## src/rtl/hazard_ctrl_if.sv

```systemverilog
// Pipeline <-> hazard controller signal bundle.
// master = pipeline side, slave = hazard controller.
interface hazard_ctrl_if;
  logic [4:0] RS1D, RS2D;
  logic [4:0] RS1E, RS2E, RDE;
  logic [1:0] ResultSrcE;
  logic       PCSrcE;
  logic [4:0] RDM, RDW;
  logic       RegWriteM, RegWriteW;
  logic       MemReqM, MemReadyM;
  logic [1:0] ForwardAE, ForwardBE;
  logic       StallF, StallD, StallE, StallM;
  logic       FlushD, FlushE;
  logic       MemTimeout;

  modport master (
    output RS1D, RS2D, RS1E, RS2E, RDE, ResultSrcE, PCSrcE,
           RDM, RDW, RegWriteM, RegWriteW, MemReqM, MemReadyM,
    input  ForwardAE, ForwardBE, StallF, StallD, StallE, StallM,
           FlushD, FlushE, MemTimeout
  );

  modport slave (
    input  RS1D, RS2D, RS1E, RS2E, RDE, ResultSrcE, PCSrcE,
           RDM, RDW, RegWriteM, RegWriteW, MemReqM, MemReadyM,
    output ForwardAE, ForwardBE, StallF, StallD, StallE, StallM,
           FlushD, FlushE, MemTimeout
  );
endinterface

```

## src/rtl/hazard_ctrl.sv

```systemverilog
// Forwarding, load-use/branch hazard and memory-wait stall control with timeout.
// Define HAZARD_PERF_EN to add saturating StallCount/FlushCount perf counters.
module hazard_ctrl #(
  parameter int TIMEOUT = 64
) (
  input  logic         clk,
  input  logic         rst_n,
  hazard_ctrl_if.slave hz
`ifdef HAZARD_PERF_EN
  ,
  output logic [31:0]  StallCount,
  output logic [31:0]  FlushCount
`endif
);

  // state | meaning
  // RUN   | no outstanding memory wait
  // MWAIT | memory access pending, counting wait cycles
  // ERR   | memory never answered; pipeline frozen until reset
  typedef enum logic [1:0] {RUN = 2'd0, MWAIT = 2'd1, ERR = 2'd2} state_t;

  localparam logic [7:0] WAIT_LAST = 8'(TIMEOUT - 1);

  state_t     state, state_nxt;
  logic [7:0] wait_cnt, wait_cnt_nxt;
  logic       mem_stall, lw_stall;

  // x0 is hardwired to zero, so it is never a forwarding source
  function automatic logic [1:0] fwd_sel(input logic [4:0] rs,
                                         input logic wr_m, input logic [4:0] rd_m,
                                         input logic wr_w, input logic [4:0] rd_w);
    if (wr_m && (rd_m != 5'd0) && (rd_m == rs))
      return 2'b10;
    else if (wr_w && (rd_w != 5'd0) && (rd_w == rs))
      return 2'b01;
    else
      return 2'b00;
  endfunction

  always_ff @(posedge clk or negedge rst_n) begin
    if (!rst_n) begin
      state    <= RUN;
      wait_cnt <= 8'd0;
    end else begin
      state    <= state_nxt;
      wait_cnt <= wait_cnt_nxt;
    end
  end

  always_comb begin
    state_nxt    = state;
    wait_cnt_nxt = wait_cnt;
    case (state)
      RUN: begin
        if (hz.MemReqM && !hz.MemReadyM) begin
          state_nxt    = MWAIT;
          wait_cnt_nxt = 8'd0;
        end
      end
      MWAIT: begin
        if (hz.MemReadyM)
          state_nxt = RUN;
        else if (wait_cnt == WAIT_LAST)
          state_nxt = ERR;
        else
          wait_cnt_nxt = wait_cnt + 8'd1;
      end
      ERR:     state_nxt = ERR;
      default: state_nxt = RUN;
    endcase
  end

  always_comb begin
    lw_stall = (hz.ResultSrcE == 2'b01) && (hz.RDE != 5'd0) &&
               ((hz.RDE == hz.RS1D) || (hz.RDE == hz.RS2D));
    case (state)
      RUN:     mem_stall = hz.MemReqM && !hz.MemReadyM;
      MWAIT:   mem_stall = !hz.MemReadyM;
      ERR:     mem_stall = 1'b1;
      default: mem_stall = 1'b0;
    endcase

    // reset values: nothing held, both front-end registers cleared
    hz.ForwardAE  = 2'b00;
    hz.ForwardBE  = 2'b00;
    hz.StallF     = 1'b0;
    hz.StallD     = 1'b0;
    hz.StallE     = 1'b0;
    hz.StallM     = 1'b0;
    hz.FlushD     = 1'b1;
    hz.FlushE     = 1'b1;
    hz.MemTimeout = 1'b0;

    if (rst_n) begin
      hz.ForwardAE  = fwd_sel(hz.RS1E, hz.RegWriteM, hz.RDM, hz.RegWriteW, hz.RDW);
      hz.ForwardBE  = fwd_sel(hz.RS2E, hz.RegWriteM, hz.RDM, hz.RegWriteW, hz.RDW);
      hz.MemTimeout = (state == ERR);
      if (mem_stall) begin
        hz.StallF = 1'b1;
        hz.StallD = 1'b1;
        hz.StallE = 1'b1;
        hz.StallM = 1'b1;
        hz.FlushD = 1'b0;
        hz.FlushE = 1'b0;
      end else begin
        // a taken branch makes the stalled decode instruction wrong-path
        hz.StallF = lw_stall && !hz.PCSrcE;
        hz.StallD = lw_stall && !hz.PCSrcE;
        hz.FlushD = hz.PCSrcE;
        hz.FlushE = lw_stall || hz.PCSrcE;
      end
    end
  end

`ifdef HAZARD_PERF_EN
  always_ff @(posedge clk or negedge rst_n) begin
    if (!rst_n) begin
      StallCount <= 32'd0;
      FlushCount <= 32'd0;
    end else begin
      if (hz.StallD && (StallCount != 32'hFFFF_FFFF))
        StallCount <= StallCount + 32'd1;
      if (hz.FlushE && (FlushCount != 32'hFFFF_FFFF))
        FlushCount <= FlushCount + 32'd1;
    end
  end
`endif

endmodule

```

## src/flat_wrapper.sv

```systemverilog
// flat-port wrapper written by rule: the top's interface ports become plain ports
module hazard_ctrl_flat 
#(
  parameter int TIMEOUT = 64
)
  (clk, rst_n, hz_RS1D, hz_RS2D, hz_RS1E, hz_RS2E, hz_RDE, hz_ResultSrcE, hz_PCSrcE, hz_RDM, hz_RDW, hz_RegWriteM, hz_RegWriteW, hz_MemReqM, hz_MemReadyM, hz_ForwardAE, hz_ForwardBE, hz_StallF, hz_StallD, hz_StallE, hz_StallM, hz_FlushD, hz_FlushE, hz_MemTimeout);
  hazard_ctrl_if hz_i ();
  input  logic clk;
  input  logic rst_n;
  input wire logic [$bits(hz_i.RS1D)-1:0] hz_RS1D;
  input wire logic [$bits(hz_i.RS2D)-1:0] hz_RS2D;
  input wire logic [$bits(hz_i.RS1E)-1:0] hz_RS1E;
  input wire logic [$bits(hz_i.RS2E)-1:0] hz_RS2E;
  input wire logic [$bits(hz_i.RDE)-1:0] hz_RDE;
  input wire logic [$bits(hz_i.ResultSrcE)-1:0] hz_ResultSrcE;
  input wire logic [$bits(hz_i.PCSrcE)-1:0] hz_PCSrcE;
  input wire logic [$bits(hz_i.RDM)-1:0] hz_RDM;
  input wire logic [$bits(hz_i.RDW)-1:0] hz_RDW;
  input wire logic [$bits(hz_i.RegWriteM)-1:0] hz_RegWriteM;
  input wire logic [$bits(hz_i.RegWriteW)-1:0] hz_RegWriteW;
  input wire logic [$bits(hz_i.MemReqM)-1:0] hz_MemReqM;
  input wire logic [$bits(hz_i.MemReadyM)-1:0] hz_MemReadyM;
  output wire logic [$bits(hz_i.ForwardAE)-1:0] hz_ForwardAE;
  output wire logic [$bits(hz_i.ForwardBE)-1:0] hz_ForwardBE;
  output wire logic [$bits(hz_i.StallF)-1:0] hz_StallF;
  output wire logic [$bits(hz_i.StallD)-1:0] hz_StallD;
  output wire logic [$bits(hz_i.StallE)-1:0] hz_StallE;
  output wire logic [$bits(hz_i.StallM)-1:0] hz_StallM;
  output wire logic [$bits(hz_i.FlushD)-1:0] hz_FlushD;
  output wire logic [$bits(hz_i.FlushE)-1:0] hz_FlushE;
  output wire logic [$bits(hz_i.MemTimeout)-1:0] hz_MemTimeout;
  assign hz_i.RS1D = hz_RS1D;
  assign hz_i.RS2D = hz_RS2D;
  assign hz_i.RS1E = hz_RS1E;
  assign hz_i.RS2E = hz_RS2E;
  assign hz_i.RDE = hz_RDE;
  assign hz_i.ResultSrcE = hz_ResultSrcE;
  assign hz_i.PCSrcE = hz_PCSrcE;
  assign hz_i.RDM = hz_RDM;
  assign hz_i.RDW = hz_RDW;
  assign hz_i.RegWriteM = hz_RegWriteM;
  assign hz_i.RegWriteW = hz_RegWriteW;
  assign hz_i.MemReqM = hz_MemReqM;
  assign hz_i.MemReadyM = hz_MemReadyM;
  assign hz_ForwardAE = hz_i.ForwardAE;
  assign hz_ForwardBE = hz_i.ForwardBE;
  assign hz_StallF = hz_i.StallF;
  assign hz_StallD = hz_i.StallD;
  assign hz_StallE = hz_i.StallE;
  assign hz_StallM = hz_i.StallM;
  assign hz_FlushD = hz_i.FlushD;
  assign hz_FlushE = hz_i.FlushE;
  assign hz_MemTimeout = hz_i.MemTimeout;
  hazard_ctrl #(.TIMEOUT(TIMEOUT)) u_core (.clk(clk), .rst_n(rst_n), .hz(hz_i));
endmodule
```

## config.mk

```make
export PLATFORM = sky130hd
export DESIGN_NAME = hazard_ctrl_flat
export DESIGN_NICKNAME = d
export VERILOG_FILES = /design/src/rtl/hazard_ctrl_if.sv /design/src/rtl/hazard_ctrl.sv /design/src/flat_wrapper.sv
export SDC_FILE = /design/constraint.sdc
export NUM_CORES = 1
export LEC_CHECK = 0
export ABC_AREA = 1
export ABC_CLOCK_PERIOD_IN_PS = 4200
export BUFFER_PORTS_ARGS = -buffer_cell sky130_fd_sc_hd__clkbuf_2
export CAP_MARGIN = 20
export CORE_MARGIN = 2
export CORE_UTILIZATION = 30
export DETAILED_ROUTE_END_ITERATION = 12
export GPL_ROUTABILITY_DRIVEN = 0
export MAX_ROUTING_LAYER = met4
export SLEW_MARGIN = 20
export SYNTH_ARGS = -nofsm -noshare
export SYNTH_HDL_FRONTEND = slang
export SYNTH_SLANG_ARGS = --single-unit
```

## constraint.sdc

```tcl
create_clock -name clk -period 4.2 [get_ports clk]
set_input_delay 0.21 -clock clk [delete_from_list [all_inputs] [get_ports clk]]
set_output_delay 0.21 -clock clk [all_outputs]
set_load 0.01 [all_outputs]
```

==> reports/summary.log, run 1 <==
[cells_and_area] proportion of layout cells with a drive suffix above 1 28.98%
[cells_and_area] total number of nets in the final design 291
[drt] routed length per placed instance 9.382 µm
[global_route] vias in the first global route 1202
[cts] Inserted Clock Buffers 3
[sta] Final TNS setup 0 ps
[sta] share of the cycle needed by the critical path after routing 45.29%
[setup_path] delay of the slowest cell on the worst path 520 ps
[setup_path] biggest fanout along the worst timing path 13
[yosys] Post-synth EDFFs 0
[sta] final worst-path setup slack 2298 ps
[drt] remaining antenna violation count after routing 0
[job] number of maximum-capacitance constraint violations 0
[yosys] share of the synthesized area in the top cell type 21.60%
[run_status] outcome finished clean
[setup_path] cell-by-cell listing of the critical path dlygate4sd3_1 -> clkbuf_2 -> o21ai_0 -> a21oi_1 -> nand3_1 -> a21oi_1 -> clkbuf_2
[placed_design] minimum setup slack after placement 2659 ps
[yosys] predominant post-synthesis flop cell sky130_fd_sc_hd__dfrtp_1
[floorplan] x dimension of the die 66.15 µm
[yosys] post-synthesis register bit count 10
[global_route] first-pass GRT wire length 4892 µm
[sta] Worst Hold Slack 322.0 ps
[setup_path] terminus of the critical flop-to-flop path u_core.wait_cnt[4]
[sta] Finish-stage setup viols 0
[setup_path] slowest cell on the critical path sky130_fd_sc_hd__dlygate4sd3_1
[drt] First DRT Iteration DRCs 27
[yosys] post-synthesis cell type count 25
[yosys] most instantiated cells after synthesis sky130_fd_sc_hd__nand2_1 (48), sky130_fd_sc_hd__nor2_1 (26), sky130_fd_sc_hd__inv_1 (25), sky130_fd_sc_hd__xnor2_1 (19), sky130_fd_sc_hd__nand3_1 (18)
[cts] cell at the root of the clock tree sky130_fd_sc_hd__clkbuf_8
[global_route] number of antenna violations at the first check in global routing 0
[pwr] static leakage 0.8698 nW
[floorplan] Std-Cell Core Area 3689 µm²
[global_route] largest net degree at the start of global routing 14
[global_route] gr usage total 14.32%
[drt] routed via count divided by cell count 4.341
[pwr] IR drop worst, VDD 0.1036 mV
[sta] highest attainable clock frequency 525.7 MHz
[sta] setup repair after global routing missed its margin no
[setup_path] Setup crit start kind primary input
[sta] actual slew at the worst max-slew pin 301.2 ps
[floorplan] die area 4375 µm²
[placed_design] Port Buf Inserts 54
[cells_and_area] count of antenna diodes in the layout 0
[cts] # clock sinks 10
[drt] wire length reported by the detailed router 2749 µm
[floorplan] top-level I/O count 55
[setup_path] crit path kind in2out
[yosys] most common cell in the netlist sky130_fd_sc_hd__nand2_1
[sta] Max transition margin 79.92%
[sta] Hold Violations, Final 0
[floorplan] initial cell density of the core 31.41%
[yosys] Yosys warning total 0
[cts] deepest clock path buffer count 2
[yosys] Gate Count Post-Synth 188
[cells_and_area] post-layout instance area 1539 µm²
[global_route] global route total overflow 0
[yosys] mean instance size in the synthesized netlist 6.163 µm²
[cts] number of buffers inserted to repair setup after CTS 0
[cells_and_area] layout overhead on the synthesized area 32.83%
[placed_design] final HPWL from detailed placement 2411 µm
[setup_path] launching instance or port of the critical path rst_n
[setup_path] R2R depth 8
[yosys] proportion of synthesized flip-flops having asynchronous set or reset 100.0%
[setup_path] largest delay contributor family on the critical path buffers and inverters
[floorplan] standard-cell row count 22
[setup_path] cell count along the critical path 7
[cts] Clock transition at path regs 50 ps
[setup_path] data arrival time at the worst-slack endpoint 1690 ps
[cts] level count of the clock H-tree 1
[pwr] power per cell area 194.8 nW/µm²
[cts] Clock Latency Late Sink 240 ps
[drt] Detailed Routing Iterations Pass 1 4
[sta] Max Transition Viols Final 0
[setup_path] sum of buffers and inverters on the critical path 3
[sta] crit path time final 1902 ps
[setup_path] origin of the critical flop-to-flop path u_core.wait_cnt[0]
[hold_path] Hold Path Depth 4
[setup_path] register-to-register setup slack 2660 ps
[yosys] Synth Net Count 233
[cts] clock tree from TritonCTS done
[setup_path] worst setup path endpoint hz_ForwardAE[0]
[setup_path] type of destination of the critical path output port
[hold_path] type of the tightest min-delay check in2reg
[yosys] Cell Area, Synth 1159 µm²
[drt] # DRC 0
[placed_design] cell area after placement 1474 µm²
[sta] maximum clock skew at final layout 0.7200 ps
[yosys] top cells by area, synth sky130_fd_sc_hd__dfrtp_1 (22%), sky130_fd_sc_hd__nand2_1 (16%), sky130_fd_sc_hd__xnor2_1 (14%)
[yosys] largest area contributor in the netlist sky130_fd_sc_hd__dfrtp_1
[pwr] overall power consumption 299.8 µW
[setup_path] required time of the worst setup path 3990 ps
[drt] vias after detailed routing 1272
[yosys] Seq/Total Area, Yosys 21.60%
[floorplan] Die Ht 66.15 µm
==> state kept, by name, indices dropped and copies added (netlist names) <==
signal / count
u_core.wait_cnt: 8
u_core.state: 2
==> power breakdown <==
| group | leakage [nW] | internal [mW] | switching [mW] |
|---|---|---|---|
| sequential | 0.119 | 0.0966 | 0 |
| clock | 0.0288 | 0.0825 | 0.0390 |
| combinational | 0.722 | 0.0396 | 0.0421 |
| total | 0.870 | 0.219 | 0.0811 |
==> layer usage <==
layer	vias to the layer above	GRT usage (%)	share of wire, %
met1	536	18.14	48
li1	700	-	-
met4	0	4.592	1.9
met3	7	1.533	4.2
met2	29	23.88	46
met5	-	-	0
==> worst register-to-register path, cell delays in order, from the launching register on <==
cell	delay, ps
sky130_fd_sc_hd__dfrtp_1	390
sky130_fd_sc_hd__ha_1	200
sky130_fd_sc_hd__nand2_2	90
sky130_fd_sc_hd__nor2_4	150
sky130_fd_sc_hd__nand2_4	70
sky130_fd_sc_hd__o21ai_4	250
sky130_fd_sc_hd__nand2_4	130
sky130_fd_sc_hd__nand2_1	100
sky130_fd_sc_hd__o21ai_2	50
==> worst min-delay path by stage <==
stage	to	startpoint	slack (ps)
2_1_floorplan	u_core.state[0]	rst_n	-90
3_3_place_gp	u_core.wait_cnt[5]	rst_n	110
3_5_place_dp	u_core.wait_cnt[5]	rst_n	120
4_1_cts	u_core.state[1]	hz_MemReadyM	330
5_1_grt	u_core.state[1]	hz_MemReadyM	370
6_report	u_core.state[1]	hz_MemReadyM	320
==> final cells by class <==
cell class / count / area, µm²
fill: 414 / 2150
multi-input combinational: 146 / 780.7
timing repair buffer: 55 / 280.3
sequential: 10 / 250.2
inverter: 30 / 112.6
tap: 48 / 60.06
clock buffer: 4 / 55.05
==> stage by stage <==
stage                     cells  utilization, %
after detailed placement    288           39.96
after floorplan             188               -
final                       293           41.72
after CTS                   293           41.72
after global routing        293           41.72
after global placement      288           39.96
==> cell families after synthesis <==
| group | after synthesis | share of synthesized area [%] |
|---|---|---|
| AO/OA/AOI/OAI | 17 | 9.288 |
| buffers and inverters | 32 | 11.01 |
| flip-flops | 10 | 21.60 |
| AND/OR/NAND/NOR | 108 | 41.90 |
| adder cells (fa/ha/maj) | 1 | 1.080 |
| XOR/XNOR | 20 | 15.12 |
==> layout by cell type (no fill, tap or decap), types with 3 or more instances in the layout <==
| cell type | synthesis | layout |
|---|---|---|
| sky130_fd_sc_hd__a21oi_1 | 4 | 4 |
| sky130_fd_sc_hd__clkbuf_2 | 0 | 54 |
| sky130_fd_sc_hd__clkbuf_8 | 0 | 4 |
| sky130_fd_sc_hd__dfrtp_1 | 10 | 10 |
| sky130_fd_sc_hd__inv_1 | 25 | 25 |
| sky130_fd_sc_hd__inv_2 | 4 | 4 |
| sky130_fd_sc_hd__nand2_1 | 48 | 48 |
| sky130_fd_sc_hd__nand3_1 | 18 | 18 |
| sky130_fd_sc_hd__nor2_1 | 26 | 26 |
| sky130_fd_sc_hd__nor3b_1 | 3 | 3 |
| sky130_fd_sc_hd__o21ai_0 | 7 | 7 |
| sky130_fd_sc_hd__o21ai_2 | 3 | 3 |
| sky130_fd_sc_hd__xnor2_1 | 19 | 19 |
==> what timing repair did <==
action / in CTS / in global routing
hold buffers: 1 / 0
hold endpoints to repair: 10 / 0
gates resized for setup: 0 / 0
Note: power is estimated with default switching activity, not from simulation.
==> inputs of run 2 (changes only) <==
- ABC_AREA: 1 -> 0
- ABC_CLOCK_PERIOD_IN_PS: 4200 -> 1700
- clock period: 4.2 -> 1.7 ns (I/O delays scaled with it)
==> run 2 against run 1 <==
  * The run now ends with setup timing left
  * Non-clock buffer count up 10
  * Global-route usage up 2.2 points
  * Total power rose to 2.5 times the previous value
  * Area after synthesis down 14%
  * Design area down 3.7%
  * Sequential cell count unchanged
  * Sequential power rose to 3.0 times the previous value
  * Sequential share of layout area up 0.62 points
  * Critical endpoint is now hz_FlushE
==> reports/summary.log, run 2 <==
[global_route] global route total overflow 0 [unchanged]
[cells_and_area] layout overhead on the synthesized area 48.87% [was 32.83%]
[setup_path] crit path kind reg2out [was in2out]
[yosys] predominant post-synthesis flop cell sky130_fd_sc_hd__dfrtp_1 [unchanged]
[drt] # DRC 0 [unchanged]
[sta] Final TNS setup -1.402 ps [was 0 ps]
[pwr] share of power burned in registers 37.9% [was 32.2%]
[drt] routed length per placed instance 12.24 µm [was 9.382 µm]
[floorplan] standard-cell row count 20 [was 22]
[cts] Clock transition at path regs 60 ps [was 50 ps]
[run_status] failing checks setup timing
[sta] maximum clock skew at final layout 3.142 ps [was 0.7200 ps]
[cts] Inserted Clock Buffers 3 [unchanged]
[global_route] largest net degree at the start of global routing 17 [was 14]
[drt] vias after detailed routing 1138 [was 1272]
[sta] Hold Violations, Final 0 [unchanged]
[yosys] Seq/Total Area, Yosys 25.13% [was 21.60%]
[global_route] gr usage total 16.55% [was 14.32%]
[pwr] combinational share of power 40.3% [was 27.2%]
[setup_path] required time of the worst setup path 1620 ps [was 3990 ps]
[cells_and_area] count of antenna diodes in the layout 0 [unchanged]
[pwr] internal power summed over all cells 500.9 µW [was 218.7 µW]
[cells_and_area] commonest non-fill, non-tap cells in the layout sky130_fd_sc_hd__clkbuf_2 (53), sky130_fd_sc_hd__xor2_1 (24), sky130_fd_sc_hd__dfrtp_1 (10) [was sky130_fd_sc_hd__clkbuf_2 (54), sky130_fd_sc_hd__nand2_1 (48), sky130_fd_sc_hd__nor2_1 (26)]
[cts] Clock Latency Late Sink 270 ps [was 240 ps]
[yosys] Yosys warning total 0 [unchanged]
[setup_path] data arrival time at the worst-slack endpoint 1620 ps [was 1690 ps]
[floorplan] top-level I/O count 55 [unchanged]
[setup_path] origin of the critical flop-to-flop path u_core.wait_cnt[0] [unchanged]
[sta] highest attainable clock frequency 587.8 MHz
[floorplan] die area 3797 µm² [was 4375 µm²]
[drt] First DRT Iteration DRCs 42 [was 27]
[sta] Max transition margin 70.01% [was 79.92%]
[yosys] most common cell in the netlist sky130_fd_sc_hd__xor2_1 [was sky130_fd_sc_hd__nand2_1]
[yosys] Post-synth EDFFs 0 [unchanged]
[placed_design] minimum setup slack after placement 15.06 ps [was 2659 ps]
[cells_and_area] most common library cell in the layout ignoring fill and taps sky130_fd_sc_hd__clkbuf_2 [unchanged]
[floorplan] Std-Cell Core Area 3103 µm² [was 3689 µm²]
[yosys] post-synthesis register bit count 10 [unchanged]
[yosys] Gate Count Post-Synth 120 [was 188]
[yosys] post-synthesis cell type count 35 [was 25]
[drt] wire length reported by the detailed router 2815 µm [was 2749 µm]
[yosys] top cells by area, synth sky130_fd_sc_hd__dfrtp_1 (25%), sky130_fd_sc_hd__xor2_1 (21%), sky130_fd_sc_hd__xnor2_1 (5.3%) [was sky130_fd_sc_hd__dfrtp_1 (22%), sky130_fd_sc_hd__nand2_1 (16%), sky130_fd_sc_hd__xnor2_1 (14%)]
[global_route] number of antenna violations at the first check in global routing 0 [unchanged]
[sta] setup repair after global routing missed its margin yes [was no]
[cells_and_area] proportion of layout cells with a drive suffix above 1 40.86% [was 28.98%]
[floorplan] Die Ht 61.62 µm [was 66.15 µm]
[cells_and_area] most flop-heavy register u_core.wait_cnt [unchanged]
[yosys] mean instance size in the synthesized netlist 8.300 µm² [was 6.163 µm²]
[run_status] outcome finished, violations left [was finished clean]
[setup_path] type of destination of the critical path output port [unchanged]
[global_route] vias in the first global route 1102 [was 1202]
[cells_and_area] Register Area 250.2 µm² [unchanged]
[placed_design] Port Buf Inserts 54 [unchanged]
[cells_and_area] total number of nets in the final design 233 [was 291]
[pwr] IR drop worst, VDD 0.1766 mV [was 0.1036 mV]
[yosys] Synth Net Count 165 [was 233]
[pwr] Clk network pwr share 21.8% [was 40.5%]
[sta] Finish-stage setup viols 1 [was 0]
[yosys] most instantiated cells after synthesis sky130_fd_sc_hd__xor2_1 (24), sky130_fd_sc_hd__dfrtp_1 (10), sky130_fd_sc_hd__o21ai_0 (7) [was sky130_fd_sc_hd__nand2_1 (48), sky130_fd_sc_hd__nor2_1 (26), sky130_fd_sc_hd__inv_1 (25), sky130_fd_sc_hd__xnor2_1 (19), sky130_fd_sc_hd__nand3_1 (18)]
[floorplan] initial cell density of the core 32.10% [was 31.41%]
[pwr] overall power consumption 751.2 µW [was 299.8 µW]
[yosys] Cell Area, Synth 996.0 µm² [was 1159 µm²]
[cts] level count of the clock H-tree 1 [unchanged]
[pwr] power dissipated by switching net loads 250.3 µW [was 81.12 µW]
[pwr] switching part of the total 33.32% [was 27.06%]
[yosys] largest area contributor in the netlist sky130_fd_sc_hd__dfrtp_1 [unchanged]
[drt] remaining antenna violation count after routing 0 [unchanged]
[drt] routed via count divided by cell count 4.948 [was 4.341]
[global_route] first-pass GRT wire length 4588 µm [was 4892 µm]
[cells_and_area] flip-flop count of the largest register after layout 8 [unchanged]
[cells_and_area] multi-input gate area in the final layout 764.5 µm² [was 780.7 µm²]
[pwr] static leakage 0.7200 nW [was 0.8698 nW]
[sta] Max Transition Viols Final 0 [unchanged]
[setup_path] R2R depth 5 [was 8]
[hold_path] Hold Path Depth 4 [unchanged]
[hold_path] type of the tightest min-delay check in2reg [unchanged]
[pwr] power per cell area 506.7 nW/µm² [was 194.8 nW/µm²]
[hold_path] terminating pin of the worst hold path u_core.state[1] [unchanged]
[setup_path] register-to-register setup slack 50 ps [was 2660 ps]
[setup_path] biggest fanout along the worst timing path 3 [was 13]
[floorplan] x dimension of the die 61.62 µm [was 66.15 µm]
[cts] clock tree from TritonCTS done [unchanged]
[sta] Worst Hold Slack 164.5 ps [was 322.0 ps]
[setup_path] terminus of the critical flop-to-flop path u_core.wait_cnt[3] [was u_core.wait_cnt[4]]
[setup_path] Setup crit start kind register [was primary input]
[sta] final worst-path setup slack -1.402 ps [was 2298 ps]
[yosys] proportion of synthesized flip-flops having asynchronous set or reset 100.0% [unchanged]
[cts] deepest clock path buffer count 2 [unchanged]
[sta] actual slew at the worst max-slew pin 447.7 ps [was 301.2 ps]
[job] number of maximum-capacitance constraint violations 0 [unchanged]
[sta] share of the cycle needed by the critical path after routing 100.1%
[cells_and_area] Fillers 317 [was 414]
[cts] cell at the root of the clock tree sky130_fd_sc_hd__clkbuf_4 [was sky130_fd_sc_hd__clkbuf_8]
[cells_and_area] largest registers u_core.wait_cnt: 8 flops, u_core.state: 2 flops [unchanged]
[cts] # clock sinks 10 [unchanged]
[yosys] share of the synthesized area in the top cell type 25.13% [was 21.60%]
[hold_path] hold path startpoint hz_MemReadyM [unchanged]
[sta] crit path time final 1701 ps
[placed_design] final HPWL from detailed placement 2367 µm [was 2411 µm]
[drt] Detailed Routing Iterations Pass 1 4 [unchanged]
==> run 2: through the flow <==
stage | std cells | util [%] | cell area [µm²]
finish | 230 | 47.78 | 1483
global route | 230 | 47.78 | 1483
CTS | 228 | 46.73 | 1450
detailed placement | 222 | 43.79 | 1359
global placement | 222 | 43.79 | 1359
floorplan | 120 | - | 1003
==> run 2: worst max-delay path by stage <==
stage,startpoint,slack (ps),endpoint
3_3_place_gp,u_core.wait_cnt[0],60,u_core.wait_cnt[7]
5_1_grt,u_core.state[0],-60,hz_FlushE
2_1_floorplan,u_core.wait_cnt[0],20,u_core.wait_cnt[7]
6_report,u_core.state[0],-1,hz_FlushE
3_5_place_dp,u_core.wait_cnt[0],20,u_core.wait_cnt[7]
4_1_cts,u_core.state[0],-20,hz_FlushE
==> run 2: power groups by stage <==
stage | registers (mW) | clock network [mW] | logic [mW]
2_1_floorplan | 0.290 | 0 | 0.126
3_3_place_gp | 0.287 | 0 | 0.261
3_5_place_dp | 0.288 | 0 | 0.265
4_1_cts | 0.284 | 0.170 | 0.289
5_1_grt | 0.288 | 0.189 | 0.331
6_report | 0.285 | 0.164 | 0.302
==> run 2: timing repair <==
item,in CTS,in global routing
hold buffers,1,0
resized for setup,6,5
buffers inserted,2,2
endpoints found under the setup margin,3,6
pin swaps,3,4
hold endpoints to repair,10,0
==> run 2: worst max-delay path, cell delays in order (launching register included) <==
cell and delay [ps]:
sky130_fd_sc_hd__dfrtp_1 390, sky130_fd_sc_hd__buf_6 130, sky130_fd_sc_hd__or2_4 240, sky130_fd_sc_hd__o2bb2ai_4 150
sky130_fd_sc_hd__a21o_1 180, sky130_fd_sc_hd__o21bai_1 100, sky130_fd_sc_hd__buf_2 140
==> run 2: per-layer routing <==
layer	part of all wire [%]	GRT usage, %
met2	56	31.73
met4	1.6	4.559
met5	0	-
met1	39	17.60
met3	3.7	1.891
==> run 2: cells by family (layout without fill, tap and decap cells) <==
| kind of cell | count (synthesis) | count (layout) | synth area share, % |
|---|---|---|---|
| XOR/XNOR | 30 | 30 | 26.38 |
| AO/OA/AOI/OAI | 27 | 27 | 17.84 |
| AND/OR/NAND/NOR | 45 | 45 | 26.01 |
| adder cells (fa/ha/maj) | 1 | 1 | 1.256 |
| flip-flops | 10 | 10 | 25.13 |
| buffers and inverters | 7 | 73 | 3.392 |
==> run 2: cell type report <==
class / instances / share of cell area [%]
clock buffers: 3 / 1.519
inverters: 5 / 1.266
multi-input cells: 103 / 51.56
flip-flops and latches: 10 / 16.88
well taps: 44 / 3.713
repair buffers: 65 / 25.06
==> inputs of run 3 (changes only) <==
- REMOVE_ABC_BUFFERS: default -> 1
==> run 3 against run 2 <==
  * The run still ends with setup timing left
  * Fmax shrank 1.2%
  * Sequential power is essentially flat
  * Combinational power grew 4%
  * Design area grew 4.2%
  * Register-to-register slack is essentially flat
  * Die area is the same
  * Critical path depth is the same
  * Worst hold slack gained 5.2 ps
  * Via count grew 3.1%
  * Total power grew 2.3%
  * Clock-buffer cell count is the same
  * Critical path type unchanged
  * Largest power group unchanged
  * Highest routed layer unchanged
==> reports/summary.log, run 3 (synthesis gave the netlist of run 2 again) <==
[setup_path] crit path kind reg2out [unchanged]
[setup_path] R2R depth 4 [was 5]
[setup_path] worst setup path endpoint hz_FlushE [unchanged]
[drt] remaining antenna violation count after routing 0 [unchanged]
[floorplan] initial cell density of the core 32.10% [unchanged]
[cells_and_area] total number of nets in the final design 238 [was 233]
[sta] share of the cycle needed by the critical path after routing 101.3% [was 100.1%]
[setup_path] cell-by-cell listing of the critical path buf_6 -> or2_4 -> o2bb2ai_4 -> o21ai_2 -> o21bai_1 -> buf_2 [was buf_6 -> or2_4 -> o2bb2ai_4 -> a21o_1 -> o21bai_1 -> buf_2]
[floorplan] standard-cell row count 20 [unchanged]
[setup_path] largest delay contributor family on the critical path compound AO/OA/AOI/OAI gates [unchanged]
[cts] cell at the root of the clock tree sky130_fd_sc_hd__clkbuf_4 [unchanged]
[sta] Worst Hold Slack 169.7 ps [was 164.5 ps]
[cells_and_area] Final Core Density 49.80% [was 47.78%]
[drt] routed length per placed instance 12.42 µm [was 12.24 µm]
[cells_and_area] largest registers u_core.wait_cnt: 8 flops, u_core.state: 2 flops [unchanged]
[global_route] number of antenna violations at the first check in global routing 0 [unchanged]
[setup_path] required time of the worst setup path 1620 ps [about the same]
[cts] # clock sinks 10 [unchanged]
[pwr] power per cell area 497.4 nW/µm² [was 506.7 nW/µm²]
[drt] wire length reported by the detailed router 2918 µm [was 2815 µm]
[run_status] outcome finished, violations left [unchanged]
[cts] level count of the clock H-tree 1 [unchanged]
[global_route] largest net degree at the start of global routing 17 [unchanged]
[run_status] failing checks setup timing [unchanged]
[global_route] global route total overflow 0 [unchanged]
[setup_path] cell count along the critical path 6 [unchanged]
[sta] crit path time final 1721 ps [was 1701 ps]
[setup_path] origin of the critical flop-to-flop path u_core.state[1] [was u_core.wait_cnt[0]]
[floorplan] Die Ht 61.62 µm [unchanged]
[global_route] first-pass GRT wire length 4636 µm [was 4588 µm]
[cts] deepest clock path buffer count 2 [unchanged]
[cells_and_area] Fillers 319 [was 317]
[hold_path] type of the tightest min-delay check in2reg [unchanged]
[sta] Final TNS setup -21.41 ps [was -1.402 ps]
[setup_path] sum of buffers and inverters on the critical path 2 [unchanged]
[cells_and_area] layout overhead on the synthesized area 55.15% [was 48.87%]
[job] number of maximum-capacitance constraint violations 0 [unchanged]
[cells_and_area] commonest non-fill, non-tap cells in the layout sky130_fd_sc_hd__clkbuf_2 (51), sky130_fd_sc_hd__xor2_1 (24), sky130_fd_sc_hd__buf_4 (13) [was sky130_fd_sc_hd__clkbuf_2 (53), sky130_fd_sc_hd__xor2_1 (24), sky130_fd_sc_hd__dfrtp_1 (10)]
[setup_path] terminus of the critical flop-to-flop path u_core.wait_cnt[7] [was u_core.wait_cnt[3]]
[sta] Max transition margin 78.00% [was 70.01%]
[drt] First DRT Iteration DRCs 32 [was 42]
[setup_path] launching instance or port of the critical path u_core.state[0] [unchanged]
[floorplan] top-level I/O count 55 [unchanged]
[cells_and_area] count of antenna diodes in the layout 0 [unchanged]
[placed_design] final HPWL from detailed placement 2347 µm [was 2367 µm]
[setup_path] biggest fanout along the worst timing path 4 [was 3]
[sta] final worst-path setup slack -21.41 ps [was -1.402 ps]
[sta] actual slew at the worst max-slew pin 327.0 ps [was 447.7 ps]
[drt] Detailed Routing Iterations Pass 1 4 [unchanged]
[sta] Hold Violations, Final 0 [unchanged]
[cells_and_area] post-layout instance area 1545 µm² [was 1483 µm²]
[cts] clock tree from TritonCTS done [unchanged]
[setup_path] Setup crit start kind register [unchanged]
[sta] Max Transition Viols Final 0 [unchanged]
[sta] highest attainable clock frequency 580.9 MHz [was 587.8 MHz]
[floorplan] x dimension of the die 61.62 µm [unchanged]
[floorplan] Std-Cell Core Area 3103 µm² [unchanged]
[placed_design] Port Buf Inserts 54 [unchanged]
[cts] Clock Latency Late Sink 270 ps [about the same]
[global_route] vias in the first global route 1154 [was 1102]
[cts] Inserted Clock Buffers 3 [unchanged]
[pwr] IR drop worst, VDD 0.2494 mV [was 0.1766 mV]
[cells_and_area] most flop-heavy register u_core.wait_cnt [unchanged]
[setup_path] register-to-register setup slack 40 ps [was 50 ps]
[setup_path] delay of the slowest cell on the worst path 390 ps [about the same]
[floorplan] die area 3797 µm² [unchanged]
[cells_and_area] flip-flop count of the largest register after layout 8 [unchanged]
[global_route] gr usage total 16.56% [was 16.55%]
[cells_and_area] most common library cell in the layout ignoring fill and taps sky130_fd_sc_hd__clkbuf_2 [unchanged]
[placed_design] cell area after placement 1381 µm² [was 1359 µm²]
[drt] vias after detailed routing 1173 [was 1138]
[cts] Clock transition at path regs 70 ps [was 60 ps]
[drt] # DRC 0 [unchanged]
[drt] routed via count divided by cell count 4.991 [was 4.948]
[setup_path] slowest cell on the critical path sky130_fd_sc_hd__dfrtp_1 [unchanged]
[sta] setup repair after global routing missed its margin yes [unchanged]
[cells_and_area] proportion of layout cells with a drive suffix above 1 43.98% [was 40.86%]
[setup_path] type of destination of the critical path output port [unchanged]
[sta] Finish-stage setup viols 1 [unchanged]
[sta] maximum clock skew at final layout 3.898 ps [was 3.142 ps]
[setup_path] data arrival time at the worst-slack endpoint 1640 ps [was 1620 ps]
[pwr] static leakage 0.7465 nW [was 0.7200 nW]
run 3: changes by cell type in the layout (fill, tap and decap cells not counted), sizes merged:
cell	delta
buf	+7
clkbuf	-2
run 3: per-stage QoR:
stage / setup slack [ps] / total power, mW / cells
2_1_floorplan: -21.57 / 0.4111 / 118
3_3_place_gp: 57.75 / 0.5539 / 226
3_5_place_dp: 6.246 / 0.5590 / 226
4_1_cts: -27.15 / 0.7488 / 234
5_1_grt: -43.94 / 0.8148 / 235
6_report: -21.41 / 0.7686 / 235
run 3: layer usage:
| metal | vias to the layer above | GRT usage [%] | part of all wire, % |
|---|---|---|---|
| li1 | 578 | - | - |
| met1 | 540 | 18.93 | 40 |
| met2 | 47 | 29.62 | 52 |
| met3 | 8 | 2.731 | 5.8 |
| met4 | 0 | 4.559 | 1.6 |
| met5 | - | - | 0 |
run 3: how the worst min path moves through the flow:
stage,startpoint,to,slack (ps),cells past startpoint
2_1_floorplan,rst_n,u_core.state[0],-210,0
6_report,hz_MemReadyM,u_core.state[1],170,4
5_1_grt,hz_MemReadyM,u_core.state[1],200,4
3_5_place_dp,rst_n,u_core.wait_cnt[7],80,2
4_1_cts,hz_MemReadyM,u_core.state[1],180,4
3_3_place_gp,rst_n,u_core.wait_cnt[5],80,2
run 3: where the power goes:
part / switching, mW / internal (mW)
logic: 0.147 / 0.166
clock network: 0.0854 / 0.0818
registers: 0.0274 / 0.261
run 3: final cells by class:
| cell class | count | area, µm² | share of cell area (%) |
|---|---|---|---|
| well taps | 44 | 55.05 | 3.563 |
| repair buffers | 70 | 415.4 | 26.88 |
| inverters | 5 | 18.77 | 1.215 |
| multi-input cells | 103 | 782.0 | 50.61 |
| clock buffers | 3 | 22.52 | 1.457 |
| flip-flops and latches | 10 | 251.5 | 16.28 |
run 3: repair_timing:
| action | CTS | global route |
|---|---|---|
| buffers inserted | 4 | 1 |
| setup endpoints to repair | 4 | 9 |
| endpoints found under the hold margin | 10 | 0 |
| pin swaps | 4 | 5 |
| hold buffers | 1 | 0 |
| gates resized for setup | 6 | 14 |
run 3: worst min-delay path, cell delays in order:
cell,delay [ps]
sky130_fd_sc_hd__clkbuf_2,130
sky130_fd_sc_hd__nor2_4,50
sky130_fd_sc_hd__nand2_1,50
sky130_fd_sc_hd__o21ai_0,80
